$ cat config.mk
export PLATFORM = sky130hd
export DESIGN_NAME = core6_cpu_0_dct_trace_arbiter
export DESIGN_NICKNAME = d
export VERILOG_FILES = /design/src/rtl/core6_cpu_0_dct_trace_arbiter.sv
export SDC_FILE = /design/constraint.sdc
export NUM_CORES = 1
export LEC_CHECK = 0
export CORE_MARGIN = 10
export CORE_UTILIZATION = 42
export DETAILED_ROUTE_END_ITERATION = 10
export GPL_TIMING_DRIVEN = 0
export HOLD_SLACK_MARGIN = 0.02
export PLACE_DENSITY_LB_ADDON = 0.05
export SKIP_CTS_REPAIR_TIMING = 1
export SLEW_MARGIN = 15
export SYNTH_ARGS = -nofsm -noshare
export SYNTH_HDL_FRONTEND = slang
export SYNTH_SLANG_ARGS = --single-unit
$ cat constraint.sdc
create_clock -name clk -period 11.34 [get_ports clk]
set_input_delay 2.268 -clock clk [delete_from_list [all_inputs] [get_ports clk]]
set_output_delay 2.268 -clock clk [all_outputs]
set_load 0.02 [all_outputs]
$ cat src/rtl/core6_cpu_0_dct_trace_arbiter.sv
// Round-robin arbiter that collects per-core DCT trace frames and forwards
// them one at a time to a single trace sink, with saturation and flush drain.
module core6_cpu_0_dct_trace_arbiter #(
  parameter int NUM_CORES = 6,
  parameter int DCT_W     = 30,
  parameter int CNT_W     = 4,
  parameter int MAX_COUNT = 10
) (
  input  logic                       clk,
  input  logic                       reset,
  input  logic [NUM_CORES-1:0]       req,
  input  logic [NUM_CORES*DCT_W-1:0] req_buffer,
  input  logic [NUM_CORES*CNT_W-1:0] req_count,
  output logic [NUM_CORES-1:0]       ack,
  output logic                       out_valid,
  input  logic                       out_ready,
  output logic [DCT_W-1:0]           out_buffer,
  output logic [CNT_W-1:0]           out_count,
  output logic [2:0]                 out_core,
  input  logic                       flush,
  output logic                       flushed,
  output logic                       sat_err,
  output logic [15:0]                frame_cnt
);

  typedef enum logic [1:0] {
    IDLE = 2'd0,
    SEND = 2'd1,
    DONE = 2'd2
  } state_t;

  state_t           state;
  logic [2:0]       last_grant;
  logic             flush_pend;

  logic [7:0]       req_pad;
  logic [3:0]       cand;
  logic             sel_found;
  logic [2:0]       sel_idx;
  logic [DCT_W-1:0] sel_buffer;
  logic [CNT_W-1:0] sel_count;
  logic             sat_hit;
  logic [CNT_W-1:0] sel_clamped;

  // Search starts one past the last grant and wraps at NUM_CORES, so the
  // most recently served core has the lowest priority next time.
  // NOTE: every combinational output gets a default first; otherwise a path
  // that skips the assignment infers a latch.
  always_comb begin
    req_pad                 = '0;
    req_pad[NUM_CORES-1:0]  = req;
    cand                    = '0;
    sel_found               = 1'b0;
    sel_idx                 = '0;
    for (int k = 1; k <= NUM_CORES; k++) begin
      cand = {1'b0, last_grant} + 4'(k);
      if (cand >= 4'(NUM_CORES)) cand = cand - 4'(NUM_CORES);
      if (!sel_found && req_pad[cand[2:0]]) begin
        sel_found = 1'b1;
        sel_idx   = cand[2:0];
      end
    end
  end

  assign sel_buffer  = req_buffer[sel_idx*DCT_W +: DCT_W];
  assign sel_count   = req_count[sel_idx*CNT_W +: CNT_W];
  assign sat_hit     = sel_count > CNT_W'(MAX_COUNT);
  assign sel_clamped = sat_hit ? CNT_W'(MAX_COUNT) : sel_count;

  // NOTE: registered state uses non-blocking assignments so every flop
  // samples the pre-edge values, independent of statement order.
  always_ff @(posedge clk) begin
    if (reset) begin
      state      <= IDLE;
      last_grant <= 3'(NUM_CORES - 1);
      flush_pend <= 1'b0;
      ack        <= '0;
      out_valid  <= 1'b0;
      out_buffer <= '0;
      out_count  <= '0;
      out_core   <= '0;
      flushed    <= 1'b0;
      sat_err    <= 1'b0;
      frame_cnt  <= '0;
    end else begin
      ack <= '0;
      if (flush) flush_pend <= 1'b1;
      case (state)
        IDLE: begin
          if (sel_found) begin
            ack        <= NUM_CORES'(1) << sel_idx;
            last_grant <= sel_idx;
            out_buffer <= sel_buffer;
            out_count  <= sel_clamped;
            out_core   <= sel_idx;
            if (sat_hit) sat_err <= 1'b1;
            // An empty frame is acknowledged but never offered to the sink.
            if (sel_count != '0) begin
              out_valid <= 1'b1;
              state     <= SEND;
            end
          end else if (flush_pend) begin
            flushed <= 1'b1;
            state   <= DONE;
          end
        end
        SEND: begin
          if (out_ready) begin
            out_valid <= 1'b0;
            frame_cnt <= frame_cnt + 16'd1;
            state     <= IDLE;
          end
        end
        DONE: begin
          flushed <= 1'b1;
        end
        default: state <= IDLE;
      endcase
    end
  end

endmodule

==> PnR_summary.wiki, run 1 <==
{| class="wikitable"
! Metric !! Value
|-
| Result of the run || finished, final reports clean
|-
| Net count reported at finish || 1157
|-
| NetSw || 1.452 mW
|-
| Most frequent cells in the layout || sky130_fd_sc_hd__clkdlybuf4s50_1 (275), sky130_fd_sc_hd__nand2_1 (139), sky130_fd_sc_hd__dfxtp_1 (67), sky130_fd_sc_hd__clkbuf_1 (43), sky130_fd_sc_hd__nand3_1 (42)
|-
| TritonCTS buffer count || 9
|-
| Number of design rule violations left after detail routing || 0
|-
| Period Utilization, post-route || 54.18%
|-
| HPWL after detailed placement || 19110 µm
|-
| Internal power component || between 1 and 1.5 mW
|-
| Clock-pin slew of the registers on the worst-case setup and hold paths || 60 ps
|-
| Placer's final routability congestion estimate || just over 0.9
|-
| Register bit count reported by yosys || 67
|-
| Signed area change from the synthesized netlist to the final layout || 66.65%
|-
| Maximum frequency from static timing analysis || 0.1628 GHz
|-
| Pwr/cell area || 339.8 nW/µm²
|-
| Pin count of the biggest net entering global routing || 15
|-
| Die area || around 16000 µm²
|-
| Top Family by Delay on Critical Path || compound AO/OA/AOI/OAI gates
|-
| Maximum count of clock buffers along a single path || 2
|-
| Post-synthesis cell area || a little under 5000 µm²
|-
| Most common flop cell mapped by yosys || sky130_fd_sc_hd__dfxtp_1
|-
| Port Buf Inserts || ~280
|-
| Starting Density || a little over two fifths
|-
| Global-route usage over all layers || 26.30%
|-
| Cell Chain, Critical Path || clkdlybuf4s50_1 > mux2i_1 > mux2i_1 > a311o_1 > a21oi_1 > nor2_1 > or3_1 > o22ai_1 > clkbuf_1 > clkbuf_1 > nand2_1 > a31oi_1 > a32o_1
|-
| Total Routed Length || about 23000 µm
|-
| Cell chosen for the clock root || sky130_fd_sc_hd__clkbuf_16
|-
| Unique cell type count in the Yosys netlist || 60
|-
| Skew-Pair Late Insertion Delay || about 330 ps
|-
| Clock tree from TritonCTS || done
|-
| Slew @ Worst Pin || 1041 ps
|-
| Length of the first detailed-routing pass in iterations || 5
|-
| Max-Slew Margin vs Limit || between 20% and 30%
|-
| Largest clock skew in the final design || 5.196 ps
|-
| Detail-routed via count per cell || between 5 and 6
|-
| Fillers || 910
|-
| Portion of total power attributed to sequential cells || 12.2%
|-
| Number of rows created at floorplan || 39
|-
| Worst Hold Launch || out_buffer[12]
|-
| Via Count || 6059
|-
| Total leakage power || between 3 and 4 nW
|-
| Switching power share of the total || 52.63%
|-
| Final setup vio count || 0
|-
| Average size of a mapped cell || between 7 and 8 µm²
|-
| Critical path start-end classification || primary input to flop
|-
| Final ANT Viol Nets || 0
|-
| Signal arrival time at the worst endpoint || about 6400 ps
|-
| Clock sink count || 67
|-
| Required time at the worst-slack endpoint || 11620 ps
|-
| IO Pins || 276
|-
| Crit-path max FO || 10
|-
| H-tree level count || 3
|-
| YS warnings || 0
|-
| Synthesized net count || ~870
|-
| Antenna violations before repair || 2
|-
| Clock share of power || 10.5%
|-
| Number of pins with negative max-slew slack in the final report || 0
|-
| Final Hold Vio Count || 0
|-
| Worst setup slack after placement || 4897 ps
|-
| Buffering stage count on the worst path with inverters included || 3
|-
| Critical Path Source || req[2]
|-
| Logic gate share of total power || 77.3%
|-
| Average detailed-routed wire length per instance || ~21 µm
|-
| Post-synthesis sequential area ratio || 27.52%
|-
| Crit end category || flop
|-
| X dimension of the die || between 100 and 150 µm
|-
| Cell type of the slowest stage on the worst timing path || sky130_fd_sc_hd__mux2i_1
|-
| Fraction of layout cells with a size suffix above 1 || 4.380%
|-
| Wire length of the first global-routing pass || ~34000 µm
|-
| Core region area || between 10000 and 15000 µm²
|-
| Maximum ir drop on the vdd rail || between 0.15 and 0.2 mV
|-
| EDFF count, synth || 0
|-
| Max-capacitance violation count || 0
|-
| Gr ovfl total || 0
|-
| Setup tns final || 0 ps
|-
| Vias in the first global route || ~6.3k
|-
| Unrepaired setup endpoints after global routing || no
|-
| Startpoint of the lowest-slack register-to-register path || out_core[1]
|-
| Cell count after synthesis || approximately 650
|-
| Startpoint kind of the worst setup timing path || primary input
|-
| Max stage delay on crit path || 500 ps
|-
| Clock period minus final worst setup slack || ~6100 ps
|-
| Synth async-reset ratio || 0%
|-
| Number of violations reported at the end of detailed-routing iteration 0 || 467
|-
| Post-route total power || roughly 2.8 mW
|-
| Worst min-delay path class || flop to flop
|-
| Die height || ~130 µm
|-
| Worst Setup Slack, final || just over 5000 ps
|-
| Leading cell type in the layout, fill and taps excluded || sky130_fd_sc_hd__clkdlybuf4s50_1
|}
[power by group through the flow]
stage | sequential, mW | combinational [mW] | clock [mW]
3_5_place_dp | 0.340 | 2.11 | 0
3_3_place_gp | 0.338 | 2.07 | 0
2_1_floorplan | 0.394 | 1.41 | 0
5_1_grt | 0.343 | 2.34 | 0.301
4_1_cts | 0.336 | 2.12 | 0.292
6_report | 0.337 | 2.13 | 0.290
[through the flow]
stage / util [%] / std cells / instance area [µm²] / hold slack, ps
after floorplan: - / 645 / 4873 / 438.2
after global placement: 68.65 / 1063 / 7805 / 448.1
after detailed placement: 68.65 / 1063 / 7805 / 458.1
after CTS: 71.37 / 1079 / 8114 / 468.2
after global routing: 71.41 / 1081 / 8119 / 480.2
final: 71.43 / 1082 / 8122 / 464.2
[registers in the layout, summed over array words and instances (netlist names)]
register    count
sat_err         1
out_count       4
flush_pend      1
last_grant      2
state           2
ack             6
flushed         1
out_valid       1
out_core        3
frame_cnt      16
out_buffer     30
[cell type report]
cell class / count / area [µm²] / share of cell area [%]
Sequential cell: 67 / 1341 / 16.52
Clock buffer: 9 / 225.2 / 2.773
Inverter: 6 / 22.52 / 0.2773
Tap cell: 143 / 178.9 / 2.203
Clock inverter: 7 / 83.83 / 1.032
Buffer: 55 / 247.7 / 3.050
Antenna cell: 3 / 7.507 / 0.09244
Multi-Input combinational cell: 517 / 3262 / 40.16
Timing Repair Buffer: 275 / 2753 / 33.89
[synthesized netlist by cell type (3+ instances only)]
master                     count  area [µm²]
sky130_fd_sc_hd__a21oi_1      11       55.05
sky130_fd_sc_hd__a32o_1       31       310.3
sky130_fd_sc_hd__o21ai_1       5       25.02
sky130_fd_sc_hd__and3_1        6       37.54
sky130_fd_sc_hd__xnor2_1       7       61.31
sky130_fd_sc_hd__clkbuf_1     43       161.4
sky130_fd_sc_hd__mux2_4        3       45.04
sky130_fd_sc_hd__nor4_1        4       25.02
sky130_fd_sc_hd__buf_6         4       45.04
sky130_fd_sc_hd__nor4b_1       4       35.03
sky130_fd_sc_hd__nor3_1        9       45.04
sky130_fd_sc_hd__nand2_1     139       521.8
sky130_fd_sc_hd__a311oi_1      4       35.03
sky130_fd_sc_hd__o22ai_1       3       18.77
sky130_fd_sc_hd__o21ai_0       5       25.02
sky130_fd_sc_hd__nand4_1       3       18.77
sky130_fd_sc_hd__or3_1         3       18.77
sky130_fd_sc_hd__ha_1         12       150.1
sky130_fd_sc_hd__nor2_1       40       150.1
sky130_fd_sc_hd__mux2_1        3       33.78
sky130_fd_sc_hd__xor2_1       14       122.6
sky130_fd_sc_hd__and4_1        3       26.28
sky130_fd_sc_hd__o211ai_1      3       22.52
sky130_fd_sc_hd__dfxtp_1      67        1341
sky130_fd_sc_hd__nand3_1      42       210.2
sky130_fd_sc_hd__nand2b_1      6       37.54
sky130_fd_sc_hd__and2_1       31       193.9
sky130_fd_sc_hd__buf_2         6       30.03
sky130_fd_sc_hd__a211oi_1     33       247.7
sky130_fd_sc_hd__inv_1         6       22.52
sky130_fd_sc_hd__a31oi_1      35       219.0
sky130_fd_sc_hd__mux2i_1      21       210.2
sky130_fd_sc_hd__mux4_2        3       67.56
[final timing paths]
check | slack, ps | end | cells after the start
worst max-delay path | 5200 | out_buffer[21] | 13
worst min-delay path | 460 | out_buffer[12] | 1
worst max register to register | 6300 | out_buffer[12] | 16
worst min register to register | 460 | out_buffer[12] | 1
[cell families (layout without fill, tap and decap cells)]
| group | count (synthesis) | after routing | share of synthesized area, % |
|---|---|---|---|
| buf+inv | 61 | 352 | 5.545 |
| simple gates | 306 | 306 | 29.70 |
| xor+xnor | 22 | 22 | 4.108 |
| other cells | 0 | 3 | 0 |
| flops | 67 | 67 | 27.52 |
| fa+ha+maj | 12 | 12 | 3.081 |
| compound gates | 146 | 146 | 22.49 |
| mux | 31 | 31 | 7.548 |
[layer usage]
metal / up-vias / track usage, % / wire (µm) / part of all wire, %
met5: - / 0 / 0 / 0
met4: 0 / 10.99 / 966 / 4.2
met3: 58 / 9.471 / 1957 / 8.6
met2: 269 / 46.81 / 11630 / 51
met1: 2811 / 27.30 / 8316 / 36
li1: 2921 / - / - / -
Power figures use the tool's default switching activity.
==> run 2, diff against run 1 <==
--- a/config.mk
+++ b/config.mk
@@ -6,7 +6,7 @@
 export NUM_CORES = 1
 export LEC_CHECK = 0
 export CORE_MARGIN = 10
-export CORE_UTILIZATION = 42
+export CORE_UTILIZATION = 35
 export DETAILED_ROUTE_END_ITERATION = 10
 export GPL_TIMING_DRIVEN = 0
 export HOLD_SLACK_MARGIN = 0.02
==> constraint.sdc (replaced) <==
create_clock -name clk -period 5 [get_ports clk]
set_input_delay 1 -clock clk [delete_from_list [all_inputs] [get_ports clk]]
set_output_delay 1 -clock clk [all_outputs]
set_load 0.02 [all_outputs]
==> run 2 against run 1 <==
Design area grew 1.1%. Critical path depth grew 3. Sequential share of layout area shrank 0.18 points. Register-to-register slack lost 6000 ps. Power grew 130%. Global-route usage shrank 2.7 points. Largest power group unchanged.
==> PnR_summary.wiki, run 2 (synthesis gave the netlist of run 1 again) <==
{| class="wikitable"
! Metric !! Value
|-
| End-of-flow core utilization || 59.62%
|-
| Die area || approximately 19000 µm²
|-
| Placer's final routability congestion estimate || between 0.9 and 1
|-
| Required time at the worst-slack endpoint || roughly 5200 ps
|-
| Clock share of power || about a tenth
|-
| H-tree level count || 3
|-
| Slew @ Worst Pin || between 700 and 800 ps
|-
| Global-route usage over all layers || a little under a quarter
|-
| Clock-pin slew of the registers on the worst-case setup and hold paths || roughly 60 ps
|-
| Most prevalent standard cell on the critical path || sky130_fd_sc_hd__buf_2
|-
| Final setup vio count || 0
|-
| Port Buf Inserts || ~280
|-
| Skew-Pair Late Insertion Delay || 340 ps
|-
| Antenna violations before repair || 5
|-
| Number of rows created at floorplan || 43
|-
| Maximum frequency from static timing analysis || 0.2126 GHz
|-
| Length of the first detailed-routing pass in iterations || 5
|-
| Count of placed standard cells including taps || between 1k and 1.5k
|-
| Critical path start-end classification || flop to flop
|-
| Clock sink count || 67
|-
| Crit end category || flop
|-
| Top Family by Delay on Critical Path || simple AND/OR/NAND/NOR gates
|-
| Number of standard cells in the final layout excluding fillers || 1118
|-
| IO Pins || roughly 280
|-
| Worst Hold Launch || out_buffer[16]
|-
| Cell chosen for the clock root || sky130_fd_sc_hd__clkbuf_16
|-
| Final Hold Vio Count || 0
|-
| Die height || between 100 and 150 µm
|-
| Result of the run || finished, final reports clean
|-
| Number of design rule violations left after detail routing || 0
|-
| Average detailed-routed wire length per instance || around 21 µm
|-
| NetSw || ~3.4 mW
|-
| Number of pins with negative max-slew slack in the final report || 0
|-
| Post-route total power || 6.404 mW
|-
| Wire length of the first global-routing pass || approximately 36000 µm
|-
| Max-capacitance violation count || 0
|-
| Maximum ir drop on the vdd rail || roughly 0.44 mV
|-
| Total leakage power || roughly 3.1 nW
|-
| Portion of total power attributed to sequential cells || about an eighth
|-
| TritonCTS buffer count || 9
|-
| Starting Density || a little over a third
|-
| Clock period minus final worst setup slack || between 4000 and 5000 ps
|-
| Worst Setup Slack, final || just under 300 ps
|-
| Setup tns final || 0 ps
|-
| Cell Chain, Critical Path || buf_2 > inv_1 > ha_1 > buf_2 > o21ba_1 > a22oi_1 > or4_1 > nand3_2 > or3b_1 > a311oi_1 > a21oi_1 > buf_6 > mux2_4 > mux4_2 > nor4_2 > nor4_1
|-
| Core region area || ~14000 µm²
|-
| Worst setup slack after placement || -181.4 ps
|-
| HPWL after detailed placement || ~20000 µm
|-
| Final ANT Viol Nets || 0
|-
| Max stage delay on crit path || about 550 ps
|-
| Signal arrival time at the worst endpoint || approximately 4900 ps
|-
| Worst min-delay path class || flop to flop
|-
| Logic gate share of total power || a little under 80%
|-
| Detail-routed via count per cell || ~5.4
|-
| X dimension of the die || roughly 140 µm
|-
| Vias in the first global route || around 6.4k
|-
| Critical Path Source || out_core[1]
|-
| Period Utilization, post-route || between 90 and 100%
|-
| Startpoint of the lowest-slack register-to-register path || out_core[1]
|-
| Number of violations reported at the end of detailed-routing iteration 0 || 315
|-
| Pwr/cell area || around 780 nW/µm²
|-
| Gr ovfl total || 0
|-
| Via Count || just over 6k
|-
| Maximum count of clock buffers along a single path || 2
|-
| Net count reported at finish || about 1.2k
|-
| Crit-path max FO || 10
|-
| Final hold slack || around 470 ps
|-
| Total Routed Length || approximately 24000 µm
|-
| Final standard cell area without fillers || 8212 µm²
|-
| Buffering stage count on the worst path with inverters included || 4
|-
| Regs by FF count || out_buffer (30), frame_cnt (16), ack (6)
|-
| Cell type of the slowest stage on the worst timing path || sky130_fd_sc_hd__mux4_2
|-
| Leading cell type in the layout, fill and taps excluded || sky130_fd_sc_hd__clkdlybuf4s50_1
|-
| Max reg flops || 30
|-
| Signed area change from the synthesized netlist to the final layout || 68.50%
|-
| Largest register by flop count || out_buffer
|-
| Internal power component || 3.013 mW
|-
| Switching power share of the total || between 50 and 60%
|-
| Startpoint kind of the worst setup timing path || flop
|-
| Largest clock skew in the final design || between 7 and 8 ps
|-
| Most frequent cells in the layout || sky130_fd_sc_hd__clkdlybuf4s50_1 (275), sky130_fd_sc_hd__nand2_1 (139), sky130_fd_sc_hd__dfxtp_1 (67), sky130_fd_sc_hd__nand3_1 (42), sky130_fd_sc_hd__nor2_1 (40)
|-
| Unrepaired setup endpoints after global routing || no
|-
| Total placed instance area || a little under 8000 µm²
|-
| Max-Slew Margin vs Limit || slightly above 50%
|-
| Fraction of layout cells with a size suffix above 1 || slightly above 6%
|-
| Clock tree from TritonCTS || done
|-
| Pin count of the biggest net entering global routing || 15
|}
==> run 2: metal layers <==
metal,vias up,global-route usage [%],share of wire [%]
li1,2918,-,-
met1,2883,24.09,38
met2,240,42.02,50
met3,31,10.41,9.5
met4,2,7.936,2.4
met5,-,0,0.054
==> run 2: worst register-to-register path, delay by kind of cell, from the launching register on <==
kind	cells	cell delay (ps)
multiplexers	2	850
AO/OA/AOI/OAI	4	760
adder cells (fa/ha/maj)	1	340
buffers and inverters	4	880
AND/OR/NAND/NOR	5	1290
flip-flops	1	470
==> run 2: final cells by class <==
class	instances	area, µm²
Fill cell	1312	5562
Multi-Input combinational cell	517	3301
Timing Repair Buffer	275	2753
Sequential cell	67	1341
Buffer	53	250.2
Clock buffer	9	225.2
Tap cell	180	225.2
Clock inverter	7	83.83
Inverter	6	22.52
Antenna cell	4	10.01
==> run 2: final timing paths <==
path | endpoint | slack (ps) | depth (start not counted)
worst min register to register | out_buffer[16] | 470 | 1
worst max register to register | out_valid | 300 | 16
worst max-delay path | out_valid | 300 | 16
worst min-delay path | out_buffer[16] | 470 | 1
==> run 2: power groups by stage <==
| stage | logic (mW) | clock network (mW) | registers (mW) |
|---|---|---|---|
| after global placement | 4.77 | 0 | 0.765 |
| after floorplan | 3.20 | 0 | 0.895 |
| after CTS | 4.87 | 0.677 | 0.763 |
| after global routing | 5.45 | 0.699 | 0.779 |
| after detailed placement | 4.86 | 0 | 0.771 |
| final | 4.97 | 0.671 | 0.764 |
==> run 3, diff against run 2 <==
--- a/config.mk
+++ b/config.mk
@@ -16,3 +16,4 @@
 export SYNTH_ARGS = -nofsm -noshare
 export SYNTH_HDL_FRONTEND = slang
 export SYNTH_SLANG_ARGS = --single-unit
+export TNS_END_PERCENT = 20
==> results of run 3 <==
Same layout as run 2: the final DEF is identical, and so are final timing and power.
